## src/rtl/stage_ex_md.sv

```systemverilog
// Execute stage: ALU, branch resolution, iterative multiply/divide unit owning HI/LO,
// and the EX2MEM pipeline register.
module stage_ex_md #(
  parameter int DATA_W     = 32,
  parameter int MD_STEP    = 1,
  parameter int REG_ADDR_W = 5
) (
  input  logic                  clk,
  input  logic                  rst_n,
  input  logic                  stall_in,
  input  logic                  flush,
  input  logic                  in_valid,
  input  logic [3:0]            in_alu_opt,
  input  logic                  in_alu_src_imm,
  input  logic [DATA_W-1:0]     in_imm,
  input  logic [DATA_W-1:0]     in_opr1,
  input  logic [DATA_W-1:0]     in_opr2,
  input  logic [3:0]            in_md_opt,
  input  logic [1:0]            in_branch_opt,
  input  logic [DATA_W-1:0]     in_branch_dest,
  input  logic [REG_ADDR_W-1:0] in_wb_reg_addr,
  input  logic [2:0]            in_mem_opt,
  output logic                  stall_out,
  output logic                  do_branch,
  output logic [DATA_W-1:0]     branch_dest,
  output logic                  out_valid,
  output logic [DATA_W-1:0]     out_result,
  output logic [DATA_W-1:0]     out_mem_addr,
  output logic [DATA_W-1:0]     out_mem_data,
  output logic [REG_ADDR_W-1:0] out_wb_reg_addr,
  output logic [2:0]            out_mem_opt
);

  localparam logic [3:0] ALU_ADD  = 4'd0;
  localparam logic [3:0] ALU_SUB  = 4'd1;
  localparam logic [3:0] ALU_AND  = 4'd2;
  localparam logic [3:0] ALU_OR   = 4'd3;
  localparam logic [3:0] ALU_XOR  = 4'd4;
  localparam logic [3:0] ALU_NOR  = 4'd5;
  localparam logic [3:0] ALU_SLT  = 4'd6;
  localparam logic [3:0] ALU_SLTU = 4'd7;
  localparam logic [3:0] ALU_SLL  = 4'd8;
  localparam logic [3:0] ALU_SRL  = 4'd9;
  localparam logic [3:0] ALU_SRA  = 4'd10;
  localparam logic [3:0] ALU_LUI  = 4'd11;

  localparam logic [3:0] MD_MULT  = 4'd1;
  localparam logic [3:0] MD_MULTU = 4'd2;
  localparam logic [3:0] MD_DIV   = 4'd3;
  localparam logic [3:0] MD_DIVU  = 4'd4;
  localparam logic [3:0] MD_MFHI  = 4'd5;
  localparam logic [3:0] MD_MFLO  = 4'd6;
  localparam logic [3:0] MD_MTHI  = 4'd7;
  localparam logic [3:0] MD_MTLO  = 4'd8;

  localparam logic [1:0] BR_EQZ    = 2'd1;
  localparam logic [1:0] BR_NEZ    = 2'd2;
  localparam logic [1:0] BR_UNCOND = 2'd3;

  localparam logic [2:0] MEM_OPT_NONE = 3'd0;

  localparam int N     = DATA_W / MD_STEP;
  localparam int CNT_W = $clog2(N + 1);
  localparam int SH_W  = $clog2(DATA_W);

  typedef enum logic [1:0] {MD_IDLE, MD_RUN, MD_DONE} md_state_t;

  md_state_t               r_state;
  md_state_t               w_next_state;
  logic [CNT_W-1:0]        r_cnt;
  logic [2*DATA_W-1:0]     r_prod;
  logic [DATA_W-1:0]       r_op2;
  logic [DATA_W-1:0]       r_op1_raw;
  logic                    r_is_div;
  logic                    r_sdiff;
  logic                    r_sign1;
  logic                    r_div0;
  logic [DATA_W-1:0]       r_hi;
  logic [DATA_W-1:0]       r_lo;

  logic [DATA_W-1:0]       w_alu_b;
  logic [DATA_W-1:0]       w_alu_res;
  logic [SH_W-1:0]         w_shamt;
  logic                    w_branch;
  logic                    w_stall;
  logic                    w_md_arith;
  logic                    w_md_start;
  logic                    w_signed;
  logic                    w_neg1;
  logic                    w_neg2;
  logic [DATA_W-1:0]       w_mag1;
  logic [DATA_W-1:0]       w_mag2;
  logic [DATA_W+MD_STEP-1:0] w_mul_sum;
  logic [2*DATA_W-1:0]     w_mul_next;
  logic [DATA_W:0]         w_div_rem;
  logic [DATA_W-1:0]       w_div_hi;
  logic [DATA_W-1:0]       w_div_lo;
  logic [2*DATA_W-1:0]     w_prod_fix;
  logic [DATA_W-1:0]       w_fin_hi;
  logic [DATA_W-1:0]       w_fin_lo;
  logic                    w_md_commit;
  logic                    w_mt_ok;
  logic                    w_no_wb;

  assign w_alu_b = in_alu_src_imm ? in_imm : in_opr2;
  assign w_shamt = w_alu_b[SH_W-1:0];

  // Shifts move opr1 by the low bits of opr2, so an immediate shift amount arrives via in_imm.
  always_comb begin
    w_alu_res = '0;
    case (in_alu_opt)
      ALU_ADD:  w_alu_res = in_opr1 + w_alu_b;
      ALU_SUB:  w_alu_res = in_opr1 - w_alu_b;
      ALU_AND:  w_alu_res = in_opr1 & w_alu_b;
      ALU_OR:   w_alu_res = in_opr1 | w_alu_b;
      ALU_XOR:  w_alu_res = in_opr1 ^ w_alu_b;
      ALU_NOR:  w_alu_res = ~(in_opr1 | w_alu_b);
      ALU_SLT:  w_alu_res = {{(DATA_W-1){1'b0}}, ($signed(in_opr1) < $signed(w_alu_b))};
      ALU_SLTU: w_alu_res = {{(DATA_W-1){1'b0}}, (in_opr1 < w_alu_b)};
      ALU_SLL:  w_alu_res = in_opr1 << w_shamt;
      ALU_SRL:  w_alu_res = in_opr1 >> w_shamt;
      ALU_SRA:  w_alu_res = $unsigned($signed(in_opr1) >>> w_shamt);
      ALU_LUI:  w_alu_res = {w_alu_b[DATA_W/2-1:0], {(DATA_W/2){1'b0}}};
      default:  w_alu_res = '0;
    endcase
  end

  assign w_branch = in_valid & ~flush &
                    (((in_branch_opt == BR_EQZ) & (w_alu_res == '0)) |
                     ((in_branch_opt == BR_NEZ) & (w_alu_res != '0)) |
                     (in_branch_opt == BR_UNCOND));

  assign do_branch   = rst_n & w_branch;
  assign branch_dest = !rst_n ? '0 : (in_branch_dest[0] ? in_opr2 : in_branch_dest);

  assign w_md_arith = (in_md_opt == MD_MULT) | (in_md_opt == MD_MULTU) |
                      (in_md_opt == MD_DIV)  | (in_md_opt == MD_DIVU);
  assign w_md_start = (r_state == MD_IDLE) & in_valid & ~flush & w_md_arith;
  assign w_signed   = (in_md_opt == MD_MULT) | (in_md_opt == MD_DIV);
  assign w_neg1     = w_signed & in_opr1[DATA_W-1];
  assign w_neg2     = w_signed & in_opr2[DATA_W-1];
  assign w_mag1     = w_neg1 ? -in_opr1 : in_opr1;
  assign w_mag2     = w_neg2 ? -in_opr2 : in_opr2;

  always_ff @(posedge clk or negedge rst_n) begin
    if (!rst_n) r_state <= MD_IDLE;
    else        r_state <= w_next_state;
  end

  always_comb begin
    w_next_state = r_state;
    w_stall      = 1'b0;
    case (r_state)
      MD_IDLE: begin
        w_stall = w_md_start;
        if (w_md_start && !stall_in) w_next_state = MD_RUN;
      end
      MD_RUN: begin
        w_stall = ~flush;
        if (flush)                                   w_next_state = MD_IDLE;
        else if (!stall_in && r_cnt == CNT_W'(1))    w_next_state = MD_DONE;
      end
      MD_DONE: begin
        if (flush || !stall_in) w_next_state = MD_IDLE;
      end
      default: w_next_state = MD_IDLE;
    endcase
  end

  assign stall_out = rst_n & w_stall;

  // Shift-add multiply: low MD_STEP multiplier bits scale the multiplicand into the upper half.
  always_comb begin
    w_mul_sum = {{MD_STEP{1'b0}}, r_prod[2*DATA_W-1:DATA_W]};
    for (int k = 0; k < MD_STEP; k++) begin
      if (r_prod[k]) w_mul_sum = w_mul_sum + ({{MD_STEP{1'b0}}, r_op2} << k);
    end
  end

  generate
    if (MD_STEP < DATA_W) begin : g_mul_shift
      assign w_mul_next = {w_mul_sum, r_prod[DATA_W-1:MD_STEP]};
    end else begin : g_mul_full
      assign w_mul_next = w_mul_sum[2*DATA_W-1:0];
    end
  endgenerate

  // Restoring division: upper half is the partial remainder, lower half shifts dividend out and quotient in.
  always_comb begin
    w_div_hi  = r_prod[2*DATA_W-1:DATA_W];
    w_div_lo  = r_prod[DATA_W-1:0];
    w_div_rem = '0;
    for (int k = 0; k < MD_STEP; k++) begin
      w_div_rem = {w_div_hi, w_div_lo[DATA_W-1]};
      w_div_lo  = {w_div_lo[DATA_W-2:0], 1'b0};
      if (w_div_rem >= {1'b0, r_op2}) begin
        w_div_rem   = w_div_rem - {1'b0, r_op2};
        w_div_lo[0] = 1'b1;
      end
      w_div_hi = w_div_rem[DATA_W-1:0];
    end
  end

  always_ff @(posedge clk or negedge rst_n) begin
    if (!rst_n) begin
      r_cnt     <= '0;
      r_prod    <= '0;
      r_op2     <= '0;
      r_op1_raw <= '0;
      r_is_div  <= 1'b0;
      r_sdiff   <= 1'b0;
      r_sign1   <= 1'b0;
      r_div0    <= 1'b0;
    end else begin
      case (r_state)
        MD_IDLE: begin
          if (w_md_start && !stall_in) begin
            r_cnt     <= CNT_W'(N);
            r_prod    <= {{DATA_W{1'b0}}, w_mag1};
            r_op2     <= w_mag2;
            r_op1_raw <= in_opr1;
            r_is_div  <= (in_md_opt == MD_DIV) | (in_md_opt == MD_DIVU);
            r_sdiff   <= w_neg1 ^ w_neg2;
            r_sign1   <= w_neg1;
            r_div0    <= (in_opr2 == '0);
          end
        end
        MD_RUN: begin
          if (!flush && !stall_in) begin
            r_prod <= r_is_div ? {w_div_hi, w_div_lo} : w_mul_next;
            r_cnt  <= r_cnt - CNT_W'(1);
          end
        end
        default: ;
      endcase
    end
  end

  // Sign fix-up; the remainder follows the dividend, and a zero divisor bypasses fix-up entirely.
  assign w_prod_fix = r_sdiff ? -r_prod : r_prod;
  always_comb begin
    w_fin_hi = w_prod_fix[2*DATA_W-1:DATA_W];
    w_fin_lo = w_prod_fix[DATA_W-1:0];
    if (r_is_div) begin
      if (r_div0) begin
        w_fin_hi = r_op1_raw;
        w_fin_lo = '1;
      end else begin
        w_fin_hi = r_sign1 ? -r_prod[2*DATA_W-1:DATA_W] : r_prod[2*DATA_W-1:DATA_W];
        w_fin_lo = r_sdiff ? -r_prod[DATA_W-1:0] : r_prod[DATA_W-1:0];
      end
    end
  end

  assign w_md_commit = (r_state == MD_DONE) & ~flush & ~stall_in;
  assign w_mt_ok     = (r_state == MD_IDLE) & in_valid & ~flush & ~stall_in;

  always_ff @(posedge clk or negedge rst_n) begin
    if (!rst_n) begin
      r_hi <= '0;
      r_lo <= '0;
    end else if (w_md_commit) begin
      r_hi <= w_fin_hi;
      r_lo <= w_fin_lo;
    end else if (w_mt_ok) begin
      if (in_md_opt == MD_MTHI) r_hi <= in_opr1;
      if (in_md_opt == MD_MTLO) r_lo <= in_opr1;
    end
  end

  assign w_no_wb = w_md_arith | (in_md_opt == MD_MTHI) | (in_md_opt == MD_MTLO);

  // Bubbles clear only the control fields; data fields keep their last value.
  always_ff @(posedge clk or negedge rst_n) begin
    if (!rst_n) begin
      out_valid       <= 1'b0;
      out_result      <= '0;
      out_mem_addr    <= '0;
      out_mem_data    <= '0;
      out_wb_reg_addr <= '0;
      out_mem_opt     <= MEM_OPT_NONE;
    end else if (stall_in) begin
      out_valid       <= out_valid;
    end else if (flush || !in_valid || w_stall) begin
      out_valid       <= 1'b0;
      out_wb_reg_addr <= '0;
      out_mem_opt     <= MEM_OPT_NONE;
    end else begin
      out_valid       <= 1'b1;
      out_result      <= (in_md_opt == MD_MFHI) ? r_hi :
                         (in_md_opt == MD_MFLO) ? r_lo : w_alu_res;
      out_mem_addr    <= w_alu_res;
      out_mem_data    <= in_opr2;
      out_wb_reg_addr <= w_no_wb ? '0 : in_wb_reg_addr;
      out_mem_opt     <= w_no_wb ? MEM_OPT_NONE : in_mem_opt;
    end
  end

endmodule

```

## config.mk

```make
export PLATFORM = sky130hd
export DESIGN_NAME = stage_ex_md
export DESIGN_NICKNAME = d
export VERILOG_FILES = /design/src/rtl/stage_ex_md.sv
export SDC_FILE = /design/constraint.sdc
export NUM_CORES = 2
export LEC_CHECK = 0
export ABC_AREA = 1
export CAP_MARGIN = 10
export CORE_ASPECT_RATIO = 0.5
export CORE_UTILIZATION = 30
export CTS_CLUSTER_DIAMETER = 60
export DETAILED_ROUTE_END_ITERATION = 10
export GPL_ROUTABILITY_DRIVEN = 0
export GPL_TIMING_DRIVEN = 0
export PLACE_DENSITY_LB_ADDON = 0.25
export SLEW_MARGIN = 20
export SYNTH_ARGS = -nofsm -noshare
export SYNTH_HDL_FRONTEND = slang
export SYNTH_SLANG_ARGS = --single-unit
```

## constraint.sdc

```tcl
create_clock -name clk -period 5.9 [get_ports clk]
set_clock_uncertainty 0.1 [all_clocks]
set_input_delay 0.885 -clock clk [delete_from_list [all_inputs] [get_ports clk]]
set_output_delay 0.885 -clock clk [all_outputs]
set_load 0.01 [all_outputs]
```

-- Yosys cells after proc, flatten, opt, wreduce, memory -nomap -nowiden
Index checks and enable logic that the tools add are counted.
- bits of input ports: 152
- output and inout bits: 139
- register bits after elaboration: 309
- ROM bits: 0
- logic and storage cells: 159
- memories kept: 0
- bits in latches: 0
- memory bits (writable): 0
- multiplexer cells: 42
- reductions and logical operators: 24
- add/subtract/negate cells: 10
- $lt $le $gt $ge: 3
- div/mod/pow operators: 0
- multipliers: 0
- equal/unequal tests: 29
- shift operators: 3
- bitwise gates (word level): 31
- operator list (kind ; number):
    2-to-1 mux 32 bit ; 20
    one-hot mux 32 bit (12 select lines) ; 1
    2-to-1 mux 64 bit ; 4
    negator 32 bit ; 4
    one-hot mux 64 bit (2 select lines) ; 1
    logical NOT 32 bit ; 2
    less-than comparator 32 bit ; 2
    negator 64 bit ; 1
    subtractor 32 bit ; 2
    adder 32 x 32 -> 33 bit ; 1
    greater-or-equal comparator 33 x 32 -> 1 bit ; 1
    2-to-1 mux 33 bit ; 1
    adder 32 bit ; 1
    bitwise AND 32 bit ; 1
    == test 4 x 3 -> 1 bit (second input constant) ; 8
    NOT 32 bit ; 1
    OR 32 bit ; 1
    nonzero test 32 bit ; 1
    << shifter 32 x 5 -> 32 bit ; 1
    >> shifter 32 x 5 -> 32 bit ; 1
    >>> shifter 32 x 5 -> 32 bit ; 1
    XOR 32 bit ; 1
    == test 4 bit (second input constant) ; 5
    == test 4 x 2 -> 1 bit (second input constant) ; 4
    other kinds (27) ; 76

-- Longest topological paths before layout
- word-level depth: 10
- gate-level depth with buffers: 29
- mapped depth without buffers: 27

-- Worst setup path after synthesis
Ideal clock, no wire load.
- path kind: in2out
- start: input port in_alu_src_imm
- end: output port do_branch
- stages: 24
- buffers on the path: 5
- path slack: 0.994 ns
- arrival time: 3.921 ns
- data required time: 4.915 ns
- cells stage by stage: buf_6 buf_2 clkbuf_1 clkbuf_1 o21ai_0 ha_1 clkbuf_1 inv_1 nand2_1 nor3_1 nand2_1 nor2_1 nand2_1 nand3_1 nand2_1 nand3_1 nand3_1 nor2_1 nand2_1 nor2_1 nand2_1 nor2_1 a21oi_1 nor2_1
- cells in the longest elaborated chain, start to end: 10
- elaborated cells on any way between the ends: 21
- those cells by class: add/sub (2); order compare (2); shift (3); mux (2); bitwise (10); reduce/logical (2)
- ends and longest elaborated chain (element ; line ; text):
    from (decl) ; 14 ; input logic in_alu_src_imm,
    2-to-1 mux 32 bit * ; 105 ; assign w_alu_b = in_alu_src_imm ? in_imm : in_opr2;
    branches (longest 2 deep; another with subtractor 32 bit) ; - ;
    one-hot mux 32 bit (12 select lines) * ; 111 ; case (in_alu_opt)
    logical NOT 32 bit or nonzero test 32 bit (tied branches) ; 129, 130 ;
    bitwise AND 1 bit, on equally long branches ; 129, 130 ;
    OR 1 bit * ; 129 ; (((in_branch_opt == BR_EQZ) & (w_alu_res == '0)) |
    OR 1 bit * ; 130 ; ((in_branch_opt == BR_NEZ) & (w_alu_res != '0)) |
    bitwise AND 1 bit * ; 128 ; assign w_branch = in_valid & ~flush &
    bitwise AND 1 bit * ; 133 ; assign do_branch = rst_n & w_branch;
    to (decl) ; 24 ; output logic do_branch,
Every way passes the cells marked *.

-- Worst setup path in the final report
- start: input port in_opr1[30]
- end: output port do_branch
- cells in the longest elaborated chain, start to end: 9
- elaborated cells on any way between the ends: 20
- those cells by class: add/sub (2); order compare (2); shift (3); mux (1); bitwise (10); reduce/logical (2)
- ends and longest elaborated chain (element ; line ; text):
    from (decl) ; 16 ; input logic [DATA_W-1:0] in_opr1,
    branches (longest 2 deep; another with subtractor 32 bit) ; - ;
    one-hot mux 32 bit (12 select lines) * ; 111 ;
    logical NOT 32 bit or nonzero test 32 bit (tied branches) ; 129, 130 ;
    bitwise AND 1 bit, on equally long branches ; 129, 130 ;
    OR 1 bit * ; 129 ;
    OR 1 bit * ; 130 ;
    bitwise AND 1 bit * ; 128 ;
    bitwise AND 1 bit * ; 133 ;
Marked as above.

==> flow_summary.json <==
{
  "cp-end-kind": "output pin",
  "wl_per_cell_um": 25.9,
  "num_vias": 42914,
  "pre_cts_ws_ns": -2.20,
  "critPathSlowestCell": "clkdlybuf4s50_1",
  "path_common_cell": "nand2_1",
  "ir_drop_v": 0.000206,
  "insertion_delay_ns": 0.61,
  "synth_fp_nets": 5778,
  "grt_use_total": 0.329,
  "syn_inst": 5440,
  "ys.flop_type": "dfrtp_1",
  "nets": 6195,
  "drv_slew": 0,
  "worst_pin_slew_ns": 1.16,
  "yosysMostFrequentCell": "nand2_1",
  "status": "finished with violations",
  "max_slew_margin": 0.229,
  "timing.final.crit_share": 1.01,
  "htreeDepth": 2,
  "synth_common_cells": "nand2_1, nand3_1, o21ai_0",
  "timing.setup.tns_ns": -0.0850,
  "setup_viol": 1,
  "crit_required_ns": 4.91,
  "fillers": 11933,
  "cts-root-buf": "clkbuf_16",
  "synth.distinct_cells": 59,
  "fmax_mhz": 167,
  "grt_first_pass_wirelength_mm": 271,
  "cts_sinks": 309,
  "synth_area_leader_cell": "dfrtp_1",
  "first_iter_violations": 6986,
  "grt_overflow_total": 0,
  "routed_wl_mm": 190,
  "ys_ff_latch": 309,
  "antenna_found_initial": 8,
  "synth-edff-count": 0,
  "ys_top_cells_by_area": "dfrtp_1, nand2_1, nand3_1",
  "grt_pass1_vias": 39105,
  "worst-setup-path-type": "in -> out",
  "numCtsBuffers": 38,
  "cap_violations": 0,
  "power_density_nw_per_um2": 288,
  "async_flop_share": 1.00,
  "synth_area_um2": 32900,
  "seq_area_frac_synth": 0.235,
  "die_w_um": 471,
  "remaining_drc_errors": 0,
  "final-hold-violation-count": 0,
  "startpoint_type": "input port",
  "arrival_ns": 5.00,
  "dp_hpwl_mm": 150,
  "holdWs_ns": 0.0576,
  "min_period_ns": 5.98,
  "finalPower_uw": 11800,
  "routed_via_density": 5.86,
  "drive_above_1_share": 0.0864,
  "path_cells": "clkdlybuf4s50_1, clkinvlp_4, buf_4, nand3_1, nand3_1, nand3_1, nand2_1, nand2_1, nand2_1, nand2_1, nand2_1, nand4_1, nor2_4, nand2_1, nor2_1, nand2_1, nor2_2, nand3_1, nand2_1, nor2_1, dlygate4sd2_1",
  "die_h_um": 236,
  "cts.clk_slew.worst_paths_ns": 0.06,
  "pin_count": 291,
  "rows": 85,
  "core_area_um2": 108000,
  "grt_max_degree": 96,
  "cts.path.max_buffers": 3,
  "worst_slack_ns": -0.0850,
  "port_buffers": 289,
  "hp-class": "in -> async",
  "dieArea_um2": 111000,
  "hold_buffers": 0,
  "failed_checks": "negative setup slack",
  "synth-warning-count": 0,
  "initial_core_util": 0.304,
  "cts_tree": "done",
  "avgSynthCellArea_um2": 6.05,
  "cp_max_fo": 6,
  "ant_nets": 0,
  "crit_path_max_incr_delay_ns": 0.79,
  "synth_top_area_frac": 0.235,
  "power_leakage_uw": 0.0192,
  "drt-pass1-iter-count": 8,
  "syn_to_final_growth_pct": 24.3
}
## power by group
group	switching, uW	total (uW)	internal [uW]
clock	1080	2490	1410
sequential	546	3100	2550
combinational	4220	6200	1980
total	5850	11800	5940
## final cells by class
cell class,instances,area [um2],area share
Multi-Input combinational cell,4286,22900,0.560
Timing Repair Buffer,386,3720,0.0910
Tap cell,1435,1800,0.0439
Sequential cell,309,7730,0.189
Clock buffer,48,1010,0.0246
Clock inverter,15,243,0.00593
Antenna cell,6,15.0,0.000367
Buffer,241,1150,0.0280
Inverter,595,2360,0.0577
## worst paths after layout
| kind | to | depth (start not counted) | slack, ns | startpoint |
|---|---|---|---|---|
| setup / recovery | do_branch | 21 | -0.08 | in_opr1[30] |
| hold / removal | out_mem_data[27]$_DFFE_PN0P_ | 1 | 0.06 | rst_n |
| setup reg to reg | r_hi[16]$_DFFE_PN0P_ | 19 | 0.40 | r_prod[0]$_DFFE_PN0P_ |
| hold reg to reg | out_valid$_DFFE_PN0N_ | 2 | 0.38 | out_valid$_DFFE_PN0N_ |
| max in group asynchronous | out_mem_addr[11]$_DFFE_PN0P_ | 5 | 3.76 | rst_n |
| min in group clk | out_valid$_DFFE_PN0N_ | 2 | 0.38 | out_valid$_DFFE_PN0N_ |
## through the flow
stage	util	cells	area, um2
detailed placement	0.349	7168	37700
global placement	0.348	7164	37600
global route	0.378	7316	40900
CTS	0.370	7268	40000
finish	0.378	7321	40900
floorplan	-	5440	32900
## state kept, by name, indices dropped and copies added (netlist names), 6 cells and up
name,count
r_prod,64
out_mem_addr,32
out_mem_data,32
out_result,32
r_hi,32
r_lo,32
r_op1_raw,32
r_op2,32
r_cnt,6
## cell families after synthesis
group | Yosys count | synth area share
buf+inv | 845 | 0.0997
simple gates | 2726 | 0.353
compound gates | 1288 | 0.218
fa+ha+maj | 186 | 0.0716
xor+xnor | 86 | 0.0229
flops | 309 | 0.235
## placed cells by master (no fill, tap or decap), drive strengths merged, types with 16 or more instances in the layout
cell type and n:
o21bai 21, o21ai 624, a2bb2oi 18, xnor2 16
nand2 1386, nand4 77, nor3 80, nor4 16
inv 565, o22ai 28, clkinvlp 33, clkdlybuf4s50 244
dlymetal6s2s 19, or2 41, buf 166, ha 182
dfrtp 309, xor2 70, a21oi 376, clkbuf 227
a31oi 49, nand3 622, nor2 486, o211ai 82
## worst max-delay path, delay by kind of cell
kind,cells,cell delay (ns)
buffers and inverters,4,1.66
AND/OR/NAND/NOR,17,2.43
## routing by layer
layer / vias to the layer above / wire [um] / track usage
met3: 689 / 25900 / 0.103
met4: 6 / 13700 / 0.206
met1: 20084 / 75400 / 0.436
li1: 19129 / - / -
met5: - / 126 / 0.00554
met2: 3006 / 74500 / 0.458
## what timing repair did
| item | CTS | global route |
|---|---|---|
| pin swaps | 23 | 33 |
| resized for setup | 263 | 166 |
| setup buffers | 42 | 51 |
| endpoints found under the setup margin | 1 | 1 |
(Power assumes the default switching activity.)
